## src/rtl/ft6206_defines.sv

```systemverilog
// Shared types and constants for the FT6206 touch polling datapath.
// Contents:
//   i2c_cmd_t       command codes understood by the byte-level I2C master
//   touch_t         published touch sample {valid, x, y}
//   poller_state_t  states of the poll sequencer
//   FT6206 register / event constants and the default bus address
package ft6206_defines;

   typedef enum logic [2:0] {
      CMD_START_W   = 3'd0,
      CMD_START_R   = 3'd1,
      CMD_WRITE     = 3'd2,
      CMD_READ_ACK  = 3'd3,
      CMD_READ_NACK = 3'd4,
      CMD_STOP      = 3'd5
   } i2c_cmd_t;

   typedef struct packed {
      logic        valid;
      logic [11:0] x;
      logic [11:0] y;
   } touch_t;

   typedef enum logic [2:0] {
      S_IDLE    = 3'd0,
      S_START_W = 3'd1,
      S_WR_REG  = 3'd2,
      S_START_R = 3'd3,
      S_READ    = 3'd4,
      S_STOP    = 3'd5,
      S_UPDATE  = 3'd6,
      S_ABORT   = 3'd7
   } poller_state_t;

   // First register of the burst read; the chip auto-increments through
   // P1_XH, P1_XL, P1_YH, P1_YL.
   localparam logic [7:0] FT_REG_TD_STATUS = 8'h02;
   localparam logic [1:0] EVT_LIFT         = 2'b01;
   localparam logic [6:0] FT_DEFAULT_ADDR  = 7'h38;
   localparam logic [2:0] LAST_BYTE_IDX    = 3'd4;

   function automatic logic [11:0] clamp12(input logic [11:0] v, input logic [11:0] lim);
      return (v > lim) ? lim : v;
   endfunction

endpackage

```

## src/rtl/ft6206_poller_poll_timer.sv

```systemverilog
// Free-running poll period timer.
// Ports:
//   clk      system clock
//   rst      asynchronous active-high reset
//   clear    poll has been taken; drop the pending request
//   pending  a terminal count occurred and has not yet been serviced
// The counter never stops, so a late-serviced poll does not shift the phase
// of later polls. Several ticks that land while a poll is outstanding collapse
// into one pending request.
module poll_timer #(
   parameter int CYCLES = 120_000
) (
   input  logic clk,
   input  logic rst,
   input  logic clear,
   output logic pending
);

   localparam int            CW   = (CYCLES > 1) ? $clog2(CYCLES) : 1;
   localparam logic [CW-1:0] LAST = CW'(CYCLES - 1);

   logic [CW-1:0] count_q, count_d;
   logic          pending_q, pending_d;
   logic          tick;

   // A tick coinciding with clear is a fresh period, so it wins and
   // re-arms the request.
   always_comb begin
      tick      = (count_q == LAST);
      count_d   = tick ? '0 : count_q + 1'b1;
      pending_d = pending_q;
      if (clear) pending_d = 1'b0;
      if (tick)  pending_d = 1'b1;
   end

   always_ff @(posedge clk or posedge rst) begin
      if (rst) begin
         count_q   <= '0;
         pending_q <= 1'b0;
      end else begin
         count_q   <= count_d;
         pending_q <= pending_d;
      end
   end

   assign pending = pending_q;

endmodule

```

## src/rtl/ft6206_poller.sv

```systemverilog
// FT6206 touch controller poller.
// Every poll period it reads TD_STATUS..P1_YL over the shared byte-level I2C
// master, converts the bytes into a clamped touch_t sample and publishes it.
// Ports:
//   clk, rst                    system clock, asynchronous active-high reset
//   ena                         allow new polls to start
//   cmd_valid/cmd_ready         command handshake to the I2C master
//   cmd, cmd_addr, cmd_data     command code, slave address, write byte
//   rx_valid, rx_data           read byte strobe and value from the master
//   nack                        slave refused the address or a written byte
//   touch                       registered touch sample
//   err_count                   saturating count of aborted transactions
//   busy                        a transaction is in progress
module ft6206_poller
   import ft6206_defines::*;
#(
   parameter int         CLK_HZ         = 12_000_000,
   parameter int         POLL_HZ        = 100,
   parameter logic [6:0] I2C_ADDR       = FT_DEFAULT_ADDR,
   parameter int         DISPLAY_WIDTH  = 240,
   parameter int         DISPLAY_HEIGHT = 320
) (
   input  logic       clk,
   input  logic       rst,
   input  logic       ena,
   output logic       cmd_valid,
   input  logic       cmd_ready,
   output i2c_cmd_t   cmd,
   output logic [6:0] cmd_addr,
   output logic [7:0] cmd_data,
   input  logic       rx_valid,
   input  logic [7:0] rx_data,
   input  logic       nack,
   output touch_t     touch,
   output logic [7:0] err_count,
   output logic       busy
);

   localparam int          POLL_CYCLES = CLK_HZ / POLL_HZ;
   localparam logic [11:0] X_MAX       = 12'(DISPLAY_WIDTH - 1);
   localparam logic [11:0] Y_MAX       = 12'(DISPLAY_HEIGHT - 1);

   poller_state_t   state_q, state_d;
   logic            cmd_valid_q, cmd_valid_d;
   logic            wait_rx_q, wait_rx_d;
   logic [2:0]      idx_q, idx_d;
   logic [4:0][7:0] bytes_q, bytes_d;
   touch_t          touch_q, touch_d;
   logic [7:0]      err_count_q, err_count_d;

   logic            poll_pending;
   logic            poll_clear;
   logic            xfer;
   logic            issue;
   logic            abort_now;
   logic [3:0]      n_points;
   logic [1:0]      evt;
   logic [11:0]     raw_x;
   logic [11:0]     raw_y;
   logic            sample_ok;

   poll_timer #(
      .CYCLES (POLL_CYCLES)
   ) u_poll_timer (
      .clk     (clk),
      .rst     (rst),
      .clear   (poll_clear),
      .pending (poll_pending)
   );

   // Reserved bits of the status/coordinate bytes carry no information.
   logic unused_bits;
   assign unused_bits = &{1'b0, bytes_q[0][7:4], bytes_q[1][5:4], bytes_q[3][7:4]};

   // Command code follows the state; it cannot change while cmd_valid is
   // waiting for cmd_ready because the state only moves on a transfer, an
   // rx byte or an abort (which also drops cmd_valid).
   always_comb begin
      cmd = CMD_STOP;
      case (state_q)
         S_START_W: cmd = CMD_START_W;
         S_WR_REG:  cmd = CMD_WRITE;
         S_START_R: cmd = CMD_START_R;
         S_READ:    cmd = (idx_q == LAST_BYTE_IDX) ? CMD_READ_NACK : CMD_READ_ACK;
         default:   cmd = CMD_STOP;
      endcase
   end

   // Sequencer. Each command state raises cmd_valid one cycle after entry,
   // holds it until the master takes the command, then advances. Reads also
   // park in wait_rx until the byte arrives. A nack after the address phase
   // pre-empts everything, including a same-cycle rx byte.
   always_comb begin
      state_d     = state_q;
      cmd_valid_d = cmd_valid_q;
      wait_rx_d   = wait_rx_q;
      idx_d       = idx_q;
      bytes_d     = bytes_q;
      touch_d     = touch_q;
      err_count_d = err_count_q;
      poll_clear  = 1'b0;

      xfer      = cmd_valid_q && cmd_ready;
      issue     = !cmd_valid_q && !wait_rx_q;
      abort_now = nack && (state_q inside {S_WR_REG, S_START_R, S_READ, S_STOP});

      n_points  = bytes_q[0][3:0];
      evt       = bytes_q[1][7:6];
      raw_x     = {bytes_q[1][3:0], bytes_q[2]};
      raw_y     = {bytes_q[3][3:0], bytes_q[4]};
      sample_ok = ((n_points == 4'd1) || (n_points == 4'd2)) && (evt != EVT_LIFT);

      if (abort_now) begin
         state_d     = S_ABORT;
         cmd_valid_d = 1'b0;
         wait_rx_d   = 1'b0;
         idx_d       = '0;
      end else begin
         case (state_q)
            S_IDLE: begin
               if (poll_pending && ena) begin
                  poll_clear = 1'b1;
                  state_d    = S_START_W;
               end
            end
            S_START_W: begin
               if (xfer) begin
                  cmd_valid_d = 1'b0;
                  state_d     = S_WR_REG;
               end else if (issue) begin
                  cmd_valid_d = 1'b1;
               end
            end
            S_WR_REG: begin
               if (xfer) begin
                  cmd_valid_d = 1'b0;
                  state_d     = S_START_R;
               end else if (issue) begin
                  cmd_valid_d = 1'b1;
               end
            end
            S_START_R: begin
               if (xfer) begin
                  cmd_valid_d = 1'b0;
                  idx_d       = '0;
                  state_d     = S_READ;
               end else if (issue) begin
                  cmd_valid_d = 1'b1;
               end
            end
            S_READ: begin
               if (xfer) begin
                  cmd_valid_d = 1'b0;
                  wait_rx_d   = 1'b1;
               end else if (wait_rx_q && rx_valid) begin
                  bytes_d[idx_q] = rx_data;
                  wait_rx_d      = 1'b0;
                  if (idx_q == LAST_BYTE_IDX) begin
                     idx_d   = '0;
                     state_d = S_STOP;
                  end else begin
                     idx_d = idx_q + 3'd1;
                  end
               end else if (issue) begin
                  cmd_valid_d = 1'b1;
               end
            end
            S_STOP: begin
               if (xfer) begin
                  cmd_valid_d = 1'b0;
                  state_d     = S_UPDATE;
               end else if (issue) begin
                  cmd_valid_d = 1'b1;
               end
            end
            S_UPDATE: begin
               // Invalid or lift-up samples keep the last good coordinates
               // so the drawing logic does not jump to a stale position.
               touch_d.valid = sample_ok;
               if (sample_ok) begin
                  touch_d.x = clamp12(raw_x, X_MAX);
                  touch_d.y = clamp12(raw_y, Y_MAX);
               end
               state_d = S_IDLE;
            end
            S_ABORT: begin
               if (xfer) begin
                  cmd_valid_d = 1'b0;
                  if (err_count_q != 8'hFF) err_count_d = err_count_q + 8'd1;
                  state_d = S_IDLE;
               end else if (issue) begin
                  cmd_valid_d = 1'b1;
               end
            end
            default: state_d = S_IDLE;
         endcase
      end
   end

   always_ff @(posedge clk or posedge rst) begin
      if (rst) begin
         state_q     <= S_IDLE;
         cmd_valid_q <= 1'b0;
         wait_rx_q   <= 1'b0;
         idx_q       <= '0;
         bytes_q     <= '0;
         touch_q     <= '0;
         err_count_q <= '0;
      end else begin
         state_q     <= state_d;
         cmd_valid_q <= cmd_valid_d;
         wait_rx_q   <= wait_rx_d;
         idx_q       <= idx_d;
         bytes_q     <= bytes_d;
         touch_q     <= touch_d;
         err_count_q <= err_count_d;
      end
   end

   assign cmd_valid = cmd_valid_q;
   assign cmd_addr  = I2C_ADDR;
   assign cmd_data  = FT_REG_TD_STATUS;
   assign touch     = touch_q;
   assign err_count = err_count_q;
   assign busy      = (state_q != S_IDLE);

endmodule

```

## config.mk

```make
export PLATFORM = sky130hd
export DESIGN_NAME = ft6206_poller
export DESIGN_NICKNAME = d
export VERILOG_FILES = /design/src/rtl/ft6206_defines.sv /design/src/rtl/ft6206_poller_poll_timer.sv /design/src/rtl/ft6206_poller.sv
export SDC_FILE = /design/constraint.sdc
export NUM_CORES = 1
export LEC_CHECK = 0
export BUFFER_PORTS_ARGS = -buffer_cell sky130_fd_sc_hd__buf_2
export CORE_ASPECT_RATIO = 1.25
export CORE_MARGIN = 2
export CORE_UTILIZATION = 56
export CTS_CLUSTER_DIAMETER = 200
export DETAILED_ROUTE_END_ITERATION = 6
export GPL_TIMING_DRIVEN = 0
export PLACE_DENSITY_LB_ADDON = 0.08
export SYNTH_ARGS = -nofsm -noshare
export SYNTH_HDL_FRONTEND = slang
export SYNTH_SLANG_ARGS = --single-unit
```

## constraint.sdc

```tcl
create_clock -name clk -period 3.4 [get_ports clk]
set_clock_uncertainty 0.15 [all_clocks]
set_input_delay 0.17 -clock clk [delete_from_list [all_inputs] [get_ports clk]]
set_output_delay 0.17 -clock clk [all_outputs]
set_load 0.02 [all_outputs]
```

; ---- Word level (Yosys, flattened, before mapping)
; Cells that the tools add are included.
[totals]
in_bits = 14
elab_cells = 113
out_inout_bits = 53
register_bits = 99
[classes]
addsub = 3
magnitude_cmp = 4
bitwise_logic = 2
muxes = 39
n_reduce_logical = 27
n_eq_ne = 23
[op_table]
columns = operator, count
row1 = $mux 3, 15
row2 = $bwmux 40, 1
row3 = $demux 8 s3, 1
row4 = $mux 12, 2
row5 = $ne 3x3->1 const B, 8
row6 = $pmux 3 s8, 1
row7 = $add 17x1->17 const B, 1
row8 = $eq 17x17->1 const B, 1
row9 = $mux 17, 1
row10 = $eq 3x3->1 const B, 5
row11 = $mux 1, 14
row12 = $gt 12x8->1 const B, 1
row13 = $gt 12x9->1 const B, 1
row14 = $pmux 3 s4, 1
row15 = $reduce_and 4->1, 3
row16 = $reduce_bool 3->1, 4
row17 = $reduce_and 9->1, 1
row18 = $add 8x1->8 const B, 1
row19 = $mux 8, 1
row20 = $ne 8x8->1 const B, 1
row21 = $logic_and 1x1->1, 7
row22 = $eq 3x2->1 const B, 2
row23 = $pmux 3 s2, 1
row24 = $reduce_and 2->1, 3
row25 = other kinds (18), 21

; ---- Depth between registers and ports, before layout
; Gate-level depths: netlist of run 1.
[logic_depth]
ltp_word = 7
mapped_depth = 7
mapped_depth_nobuf = 6

; ---- Cells and area by module
; A second synthesis of run 1 with hierarchy kept.
[hier_totals]
cells_unflattened = 351
area_unflattened_um2 = 4002.6
[modules_own_cells]
columns = mod, seq_area_each_um2, cells_each, n_inst, area_per_inst_um2
row1 = ft6206_poller, 1776.7, 270, 1, 3163.0
row2 = poll_timer, 450.4, 81, 1, 839.6

; ---- Worst setup path after synthesis of run 1
; Ideal clock, no wire load.
[synth_path]
path_kind = register to register
start = register state_q[1]
end = register bytes_q[16] (netlist name)
synth_period_minus_slack_ns = 2.161
path_stages_with_launch = 6
setup_ns = 0.125
path_slack_ns = 1.239
arrival_ns = 1.886
required_ns = 3.125
n_path_buf = 1
path_cell_list = dfrtp_1 -> clkbuf_1 -> or4b_4 -> nor4b_4 -> nand3_2 -> mux2_2
[synth_between]
elab_chain_cells = 5
word_cells_on_any_way = 8
classes_between = 4 x eq/ne / 1 x bitwise / 3 x reduce/logical
[synth_lines]
columns = element, line_no
row1 = start: declaration, ft6206_poller.sv:43  ; poller_state_t state_q, state_d;
row2 = start signal: assignment, ft6206_poller.sv:210  ; state_q <= state_d;
row3 = $eq 3x2->1 (tied with other cells), ft6206_poller.sv:105  ; abort_now = nack && (state_q inside {S_WR_REG, S_START_R, S_READ, S_STOP});
row4 = $reduce_bool 4->1, ft6206_poller.sv:105
row5 = $logic_and 1x1->1, ft6206_poller.sv:105
row6 = $not 1->1 (no line), --
row7 = $reduce_and 4->1 (no line) (*), --
row8 = end signal: assignment, ft6206_poller.sv:214  ; bytes_q <= bytes_d;
row9 = end: declaration, ft6206_poller.sv:47  ; logic [4:0][7:0] bytes_q, bytes_d;
; Every way passes the cells marked *; elsewhere a longest branch is shown, timed or not.
; A chain may end at the register's enable or synchronous reset.

; ---- Worst setup path in the final report of run 1
[layout_path]
start = register state_q[1]
end = register bytes_q[21] (netlist name)
; Same word-level chain as after synthesis.

==> results.cfg, run 1 <==
[run_status]
status = finished clean

[yosys]
synth_ff_type = dfrtp_1
ys_seq_area_frac = 0.552
synthCells = 359
synth_edf_count = 0
synth.distinct_cells = 50
yosys_register_bits = 89
syn_area_mm2 = 0.00404
avgSynthCellArea_um2 = 11.2
async_flop_share = 1.00
yosysWarnings = 0

[setup_path]
r2r-start = state_q[1]
endpoint_kind = register
cp_max_fo = 8
critPathKind = register to register
crit_slowest_cell = or4b_4
crit_chain = clkbuf_1 > or4b_4 > nor4b_4 > nand3_2 > mux2_2
required_ns = 3.49
reg2reg_depth = 5
start_kind = register
r2r-end = bytes_q[21]
r2r_slack_ns = 1.01
cp.arrival_ns = 2.48
cpPeakStageDelay_ns = 0.61

[clocking]
cts_tree = done
postCtsSetupRepairBufs = 0
cts.clk_slew.worst_paths_ns = 0.09
cts_max_level = 3
post_cts_resized = 0
cts.sinks = 89
cts_buffers = 9
holdBufCountCts = 9
cts-root-buf = clkbuf_8
cts_buffer_depth = 2
clock_latency_ns = 0.35

[floorplanning]
rows = 34
die_w_um = 79.9
start_util = 0.579
io-pin-count = 67
die_height_um = 98.9
coreArea_mm2 = 0.00698
dieArea_mm2 = 0.00791

[timing]
max-slew-margin-rel = 0.579
fmax_ghz = 0.419
period_share = 0.702
period_needed_ns = 2.39
rsz0062_at_grt = no
slew_viol_final = 0
max_slew.worst_pin.slew_ns = 0.629
setup-violations-final = 0
hold_violations = 0

[power]
p_per_area_mw_per_mm2 = 580
p_leak_nw = 2.41
vdd_ir_drop_max_mv = 0.433

[global_routing]
antenna_found_initial = 0
grt_overflow_total = 0
grt_pass1_vias = 2795
grt_max_degree = 53
grtUsageTotal = 0.206
grt_pass1_wl_um = 12800

[place]
placed_cell_area_mm2 = 0.00448
gp_congestion = 0.863
post-place-cells = 513
port_buffers = 50
dp_hpwl_um = 5440

[drt]
routed_wl_um = 7450
wl_per_cell_um = 13.8
dr.pass1.iters = 4
drt-initial-drc-count = 91
num_vias = 2847
drc_errors = 0
drtAntennaViolNets = 0
vias_per_cell = 5.29

[cells_and_area]
stdcell_area_mm2 = 0.00477
drive_above_1_share = 0.272
num-nets-final = 461
fin_cells = 538
syn2layout_area_growth_pct = 18.1
antenna_cells = 0

[min_path]
min_to = bytes_q[17]
worstHoldPathCells = 2
min-delay-start = rx_data[1]
hp-class = primary input to register

[run]
maxCapViolations = 0
-- metal layers --
layer,part of all wire,global-route usage
met1,0.44,0.269
met2,0.52,0.349
met3,0.030,0.0293
met4,0.011,0.0730
met5,0,0
-- logic make-up (layout without fill, tap and decap cells) --
family                     after synthesis  count (layout)  synth area share
other                                    2              15           0.00186
DFF                                     89              89             0.552
xor gates and xnor gates                19              19            0.0412
buffers and inverters                   36             112            0.0477
and+or+nand+nor                        127             127             0.172
AOI/OAI and AO/OA                       49              49            0.0812
adders and majority gates                4               4            0.0124
muxes                                   33              33            0.0914
-- how the worst max path moves through the flow --
stage | from | endpoint | slack, ns | depth (start not counted)
2_1_floorplan | rst | bytes_q[0] | 0.77 | 1
3_3_place_gp | rst | touch[23] | -0.20 | 2
3_5_place_dp | state_q[1] | bytes_q[19] | 1.02 | 5
4_1_cts | state_q[1] | bytes_q[21] | 1.0 | 5
5_1_grt | state_q[1] | touch[2] | 0.78 | 7
6_report | state_q[1] | bytes_q[21] | 1.01 | 5
-- metrics by stage --
stage / util / power [mW] / setup slack, ns / hold slack, ns / setup TNS, ns
finish: 0.683 / 2.77 / 1.01 / 0.0216 / 0
global route: 0.683 / 2.93 / 0.783 / 0.0163 / 0
CTS: 0.683 / 2.79 / 0.999 / 0.0131 / 0
detailed placement: 0.642 / 2.06 / 1.02 / 0.0853 / 0
global placement: 0.638 / 2.03 / -0.204 / 0.279 / -17.73
floorplan: - / 1.84 / 0.773 / 0.170 / 0
-- registers in the layout, indices dropped and copies added (netlist names) --
signal                flops
bytes_q                  30
touch                    25
u_poll_timer.count_q     17
err_count                 8
idx_q                     3
state_q                   3
cmd_valid                 1
u_poll_timer.pending      1
wait_rx_q                 1
-- power by group --
group / total, mW / internal [mW] / leakage [nW] / switching (mW)
Clock: 0.721 / 0.344 / 0.0962 / 0.376
Combinational: 0.778 / 0.310 / 1.10 / 0.468
Sequential: 1.27 / 1.17 / 1.21 / 0.0976
-- placed cells by master, fill, tap and decap left out, types with 6 or more instances in the layout --
cell and instances:
buf_2 51, nand3_1 18, buf_4 15, dlygate4sd3_1 9
clkbuf_8 9, o22a_1 7, nand2_1 38, a21oi_1 8
o21ai_0 17, xor2_1 11, dfrtp_1 89, clkbuf_1 10
nand4_1 10, inv_1 9, mux2_2 31, xnor2_1 8
and2_1 10, conb_1 15, nor2_1 14, nor3_1 6
-- critical path, delay by kind of cell (launching register included) --
family	cells	cell delay [ns]
and+or+nand+nor	3	1.23
buffers and inverters	1	0.18
muxes	1	0.34
DFF	1	0.37
-- cell type report --
type	instances	area, um^2
Multi-Input combinational cell	247	1670
Clock buffer	9	124
Sequential cell	89	2230
Fill cell	583	2210
Clock inverter	7	76.3
Timing Repair Buffer	60	368
Inverter	10	40.0
Buffer	26	155
Tap cell	90	113
-- synth_stat cells (2+ instances only) --
master | n | area (um^2)
mux2_2 | 31 | 349
and2_1 | 10 | 62.6
xor2_1 | 11 | 96.3
and4_1 | 3 | 26.3
dfrtp_1 | 89 | 2230
or4_1 | 2 | 15.0
o22a_1 | 7 | 61.3
o21a_1 | 3 | 22.5
nor2_1 | 14 | 52.6
nand4_1 | 10 | 62.6
clkbuf_1 | 10 | 37.5
and3_1 | 5 | 31.3
a21oi_1 | 8 | 40.0
nand3_1 | 18 | 90.1
or3_1 | 2 | 12.5
xnor2_1 | 8 | 70.1
nand3_2 | 2 | 20.0
inv_1 | 10 | 37.5
o31ai_1 | 2 | 15.0
ha_1 | 4 | 50.1
nand4b_1 | 2 | 17.5
buf_4 | 15 | 113
nor4_1 | 2 | 12.5
nor2b_1 | 4 | 25.0
nand2b_1 | 2 | 12.5
nor3_1 | 6 | 30.0
nand2_1 | 38 | 143
conb_1 | 2 | 7.51
mux2i_1 | 2 | 20.0
o21ai_0 | 17 | 85.1
Power figures use the tool's default switching activity.
==> run 2, diff against run 1 <==
ABC_AREA = 1   (was not set)
CORE_UTILIZATION = 51   (was 56)
clock period = 2.1 ns   (was 3.4 ns; I/O delays follow)
==> run 2 against run 1 <==
Effect of this change: flip-flop and latch count unchanged; total power up 11%; critical path depth up 1; via count grew 25%; register-to-register slack worse by 0.77 ns; setup slack got worse by 0.86 ns; final area grew 8.3%; clock-buffer cell count unchanged; critical endpoint is now cmd[0].
==> results.cfg, run 2 <==
[run]
maxCapViolations = 0

[yosys]
yosysWarnings = 0
ys_seq_area_frac = 0.508
synthCells = 528
async_flop_share = 1.00
synth_commonest_cells = 141 x nand2_1, 89 x dfrtp_1, 64 x inv_1
yosysTopAreaCell = dfrtp_1
syn_area_mm2 = 0.00439
yosysMostFrequentCell = nand2_1
synth.distinct_cells = 29
synth_area_leaders = dfrtp_1 51%, nand2_1 12%, inv_1 5.5%
yosysTopAreaCellShare = 0.508
synth_ff_type = dfrtp_1
yosys_register_bits = 89
avgSynthCellArea_um2 = 8.31
synth_edf_count = 0

[floorplanning]
start_util = 0.529
die_height_um = 108
coreArea_mm2 = 0.00829
io-pin-count = 67
die_w_um = 86.9
rows = 37
dieArea_mm2 = 0.00936

[cells_and_area]
largest_register = bytes_q
drive_above_1_share = 0.195
antenna_cells = 0
fin_util = 0.623
syn2layout_area_growth_pct = 17.8
num-nets-final = 633
final_common_cell = nand2_1
largest_reg_flops = 30
final_cell_mix = 141 x nand2_1, 89 x dfrtp_1, 63 x inv_1

[run_status]
status = finished clean

[setup_path]
crit_slowest_cell = dfrtp_1
critPathKind = register to primary output
cp_max_fo = 6
required_ns = 1.85
cp.arrival_ns = 1.70
crit_buf_inv = 2
start_kind = register
crit_top_cell = nand3_1
cpPeakStageDelay_ns = 0.44
crit_chain = inv_1 > ha_1 > nand2_1 > nand3_1 > nand3_1 > buf_2
cpLargestDelayFamily = flip-flops
endpoint_kind = primary output

[timing]
period_share = 0.929
final.setup.tns_ns = 0
hold_ws_ns = 0.0217
rsz0062_at_grt = no
setup-violations-final = 0
slew_viol_final = 0
hold_violations = 0
max_slew.worst_pin.slew_ns = 0.626
period_needed_ns = 1.95
fmax_ghz = 0.513
max-slew-margin-rel = 0.582

[global_routing]
antenna_found_initial = 0
grt_max_degree = 35
grt_pass1_vias = 3506
grt_pass1_wl_um = 15300
grt_overflow_total = 0
grtUsageTotal = 0.206

[clocking]
cts_tree = done
cts_buffer_depth = 2
cts.sinks = 89
postCtsSetupRepairBufs = 0
cts_max_level = 3
cts-root-buf = clkbuf_8
cts_buffers = 9
clock_latency_ns = 0.36
cts.clk_slew.worst_paths_ns = 0.10

[power]
p_per_area_mw_per_mm2 = 595
vdd_ir_drop_max_mv = 0.414
p_total_mw = 3.07
p_leak_nw = 2.76

[place]
dp_hpwl_um = 6730
gp_congestion = 0.948
port_buffers = 51

[min_path]
hp-class = primary input to register

[drt]
drt-initial-drc-count = 153
dr.pass1.iters = 4
drc_errors = 0
wl_per_cell_um = 12.4
vias_per_cell = 4.98
routed_wl_um = 8900
drtAntennaViolNets = 0
num_vias = 3572
## run 2: cell count changes after synthesis, sizes merged, moves of 6 or more
cell,change
nor2,+48
o21ai,+42
inv,+56
and2,-10
nand3,+11
o22a,-7
nand2,+108
mux2,-31
xnor2,-6
clkbuf,-7
## run 2: per-stage QoR
stage,cells,setup WS (ns),area [um^2]
detailed placement,691,0.245,4850
CTS,717,0.155,5160
floorplan,541,0.473,4440
global route,717,0.0250,5170
finish,717,0.149,5170
global placement,689,0.220,4810
## run 2: cell type report
| cell class | count | area (um^2) |
|---|---|---|
| clock inverter | 7 | 85.1 |
| sequential | 89 | 2230 |
| buffer | 22 | 165 |
| timing repair buffer | 63 | 395 |
| tap | 97 | 121 |
| inverter | 66 | 256 |
| clock buffer | 9 | 124 |
| fill | 718 | 3120 |
| multi-input combinational | 364 | 1790 |
## run 2: repair_timing
| item | CTS | global route |
|---|---|---|
| hold buffers | 10 | 0 |
| setup endpoints to repair | 0 | 5 |
| hold endpoints to repair | 52 | 0 |
| gates resized for setup | 0 | 4 |
## run 2: cells by family after synthesis
kind of cell               after synthesis  synth area share
xor gates and xnor gates                17            0.0340
adders and majority gates                4            0.0114
and+or+nand+nor                        260             0.257
buffers and inverters                   88            0.0947
DFF                                     89             0.508
other                                    2           0.00171
AOI/OAI and AO/OA                       68            0.0936
## run 2: tightest hold or removal path: stages
cell	delay, ns
buf_2	0.11
nand2_4	0.09
inv_1	0.10
o31ai_1	0.08
## run 2: metal layers
metal / share of wire / GRT usage / wire length, um / up-vias
met5: 0 / 0 / 0 / -
met4: 0.024 / 0.0926 / 213 / 0
met3: 0.035 / 0.0337 / 310 / 22
met2: 0.50 / 0.354 / 4480 / 78
met1: 0.44 / 0.249 / 3890 / 1661
li1: - / - / - / 1811
## run 2: worst paths after layout
check | slack, ns | to | startpoint | cells past startpoint
worst max-delay path | 0.15 | cmd[0] | idx_q[0] | 6
worst min-delay path | 0.02 | wait_rx_q | nack | 4
worst max register to register | 0.24 | bytes_q[23] | state_q[1] | 7
worst min register to register | 0.32 | u_poll_timer.count_q[0] | u_poll_timer.count_q[0] | 1
max in group asynchronous | 0.79 | touch[24] | rst | 5
min in group asynchronous | 0.21 | u_poll_timer.count_q[1] | rst | 3
## run 2: report_power, final
| group | switching, mW | leakage (nW) | internal [mW] |
|---|---|---|---|
| Clock | 0.649 | 0.106 | 0.577 |
| Sequential | 0 | 1.19 | 1.71 |
| Combinational | 0.0847 | 1.47 | 0.0488 |
| Total | 0.734 | 2.76 | 2.34 |
==> run 3, diff against run 2 <==
CORE_UTILIZATION = 57   (was 51)
clock period = 1.9 ns   (was 2.1 ns; I/O delays follow)
==> run 3 against run 2 <==
Effect of this change: clock power hardly changed; via count shrank 0.31%; register-to-register slack worse by 0.10 ns; combinational power is 10% higher; clock-buffer cell count stayed put; final cell count is 0.28% lower; hold slack improved by 0.0039 ns; flip-flop and latch count unchanged; sequential power rose by 11%; sequential share of layout area decreased by 0.053 points; final area increased by 0.29%; critical path type unchanged; largest power group unchanged.
==> results.cfg, run 3 (synthesized netlist as in run 2, its figures left out) <==
[power]
p_leak_nw = 2.76
p_total_mw = 3.26
p_per_area_mw_per_mm2 = 630
vdd_ir_drop_max_mv = 0.438

[floorplanning]
die_height_um = 102
start_util = 0.593
coreArea_mm2 = 0.00740
dieArea_mm2 = 0.00842
die_w_um = 82.5
io-pin-count = 67
rows = 35

[clocking]
cts_tree = done
cts_buffers = 9
clock_latency_ns = 0.36
cts.clk_slew.worst_paths_ns = 0.08
cts.sinks = 89
cts_buffer_depth = 2
cts_max_level = 3
cts-root-buf = clkbuf_8

[place]
gp_congestion = 0.913
port_buffers = 51
dp_hpwl_um = 6800
placed_cell_area_mm2 = 0.00485

[run_status]
status = finished clean

[cells_and_area]
drive_above_1_share = 0.215
final_cell_mix = 139 x nand2_1, 86 x dfrtp_1, 61 x inv_1
n_fill_cell = 621
stdcell_area_mm2 = 0.00518
largest_reg_flops = 30
syn2layout_area_growth_pct = 18.1
antenna_cells = 0
largest_register = bytes_q
final_common_cell = nand2_1
num-nets-final = 636

[setup_path]
cpPeakStageDelay_ns = 0.49
endpoint_kind = primary output
critPathKind = register to primary output
start_kind = register
required_ns = 1.65
crit_top_cell = nand3_1
crit_chain = inv_4 > nand3_1 > nand3_1 > o21ai_0 > buf_2
cp_max_fo = 9
crit_slowest_cell = dfrtp_2
cp.arrival_ns = 1.52

[global_routing]
grt_pass1_vias = 3393
grtUsageTotal = 0.238
grt_pass1_wl_um = 15300
grt_overflow_total = 0
grt_max_degree = 35
antenna_found_initial = 0

[timing]
max-slew-margin-rel = 0.631
max_slew.worst_pin.slew_ns = 0.553
period_share = 0.929
rsz0062_at_grt = no
final.setup.tns_ns = 0
hold_violations = 0
slew_viol_final = 0
setup-violations-final = 0
fmax_ghz = 0.567
period_needed_ns = 1.76

[drt]
dr.pass1.iters = 4
drc_errors = 0
vias_per_cell = 4.98
drt-initial-drc-count = 224
met2WireLength_um = 4640
num_vias = 3561
wl_met1_um = 3910
wl_per_cell_um = 12.8
wl_met3_um = 316
drtAntennaViolNets = 0
routed_wl_um = 9130
top_layer = met4

[run]
maxCapViolations = 0

[min_path]
hp-class = primary input to register
-- run 3: timing repair --
action                                  4_1_cts  5_1_grt
pin swaps                                     0        1
hold buffers                                 10        0
endpoints found under the hold margin        49        0
buffers inserted                              0        3
endpoints found under the setup margin        2       54
resized for setup                             2       17
-- run 3: layout make-up --
| cell class | instances | area [um^2] | share of cell area |
|---|---|---|---|
| Sequential cell | 89 | 2230 | 0.431 |
| Multi-Input combinational cell | 364 | 1810 | 0.349 |
| Timing Repair Buffer | 66 | 418 | 0.0807 |
| Inverter | 66 | 259 | 0.0500 |
| Buffer | 22 | 166 | 0.0321 |
| Clock buffer | 9 | 124 | 0.0239 |
| Tap cell | 92 | 115 | 0.0222 |
| Clock inverter | 7 | 58.8 | 0.0113 |
-- run 3: critical path: cells and delay by family (launching register included) --
kind                   cells  cell delay (ns)
flip-flops                 1             0.49
AND/OR/NAND/NOR            2             0.30
buffers and inverters      2             0.29
AO/OA/AOI/OAI              1             0.09
-- run 3: metrics by stage --
step,instances,hold WS [ns],util,worst slack [ns]
2_1_floorplan,541,0.126,-,0.273
3_3_place_gp,684,0.246,0.650,0.0392
3_5_place_dp,686,0.0358,0.655,0.0335
4_1_cts,712,0.00752,0.694,0.00775
5_1_grt,715,0.0527,0.700,0.00893
6_report,715,0.0255,0.700,0.135
-- run 3: report_power, final --
part / switching, mW / leakage (nW) / total [mW] / internal, mW
registers: 0 / 1.19 / 1.89 / 1.89
clock network: 0.723 / 0.0929 / 1.22 / 0.501
logic: 0.0941 / 1.48 / 0.148 / 0.0541
-- run 3: worst paths after layout --
kind                                    startpoint                      end  slack (ns)  cells past startpoint
setup / recovery                        state_q[2]                   cmd[2]        0.14                      5
hold / removal                                nack               state_q[2]        0.03                      5
hold reg to reg            u_poll_timer.count_q[0]  u_poll_timer.count_q[0]        0.32                      1
setup reg to reg                        state_q[1]              bytes_q[32]        0.14                      7
max in group asynchronous                      rst               state_q[1]        0.62                      5
min in group asynchronous                      rst              bytes_q[10]        0.18                      3
-- run 3: metal layers --
metal,GRT usage,vias to the layer above
li1,-,1820
met4,0.122,0
met2,0.396,68
met1,0.292,1652
met3,0.0433,21
met5,0,-
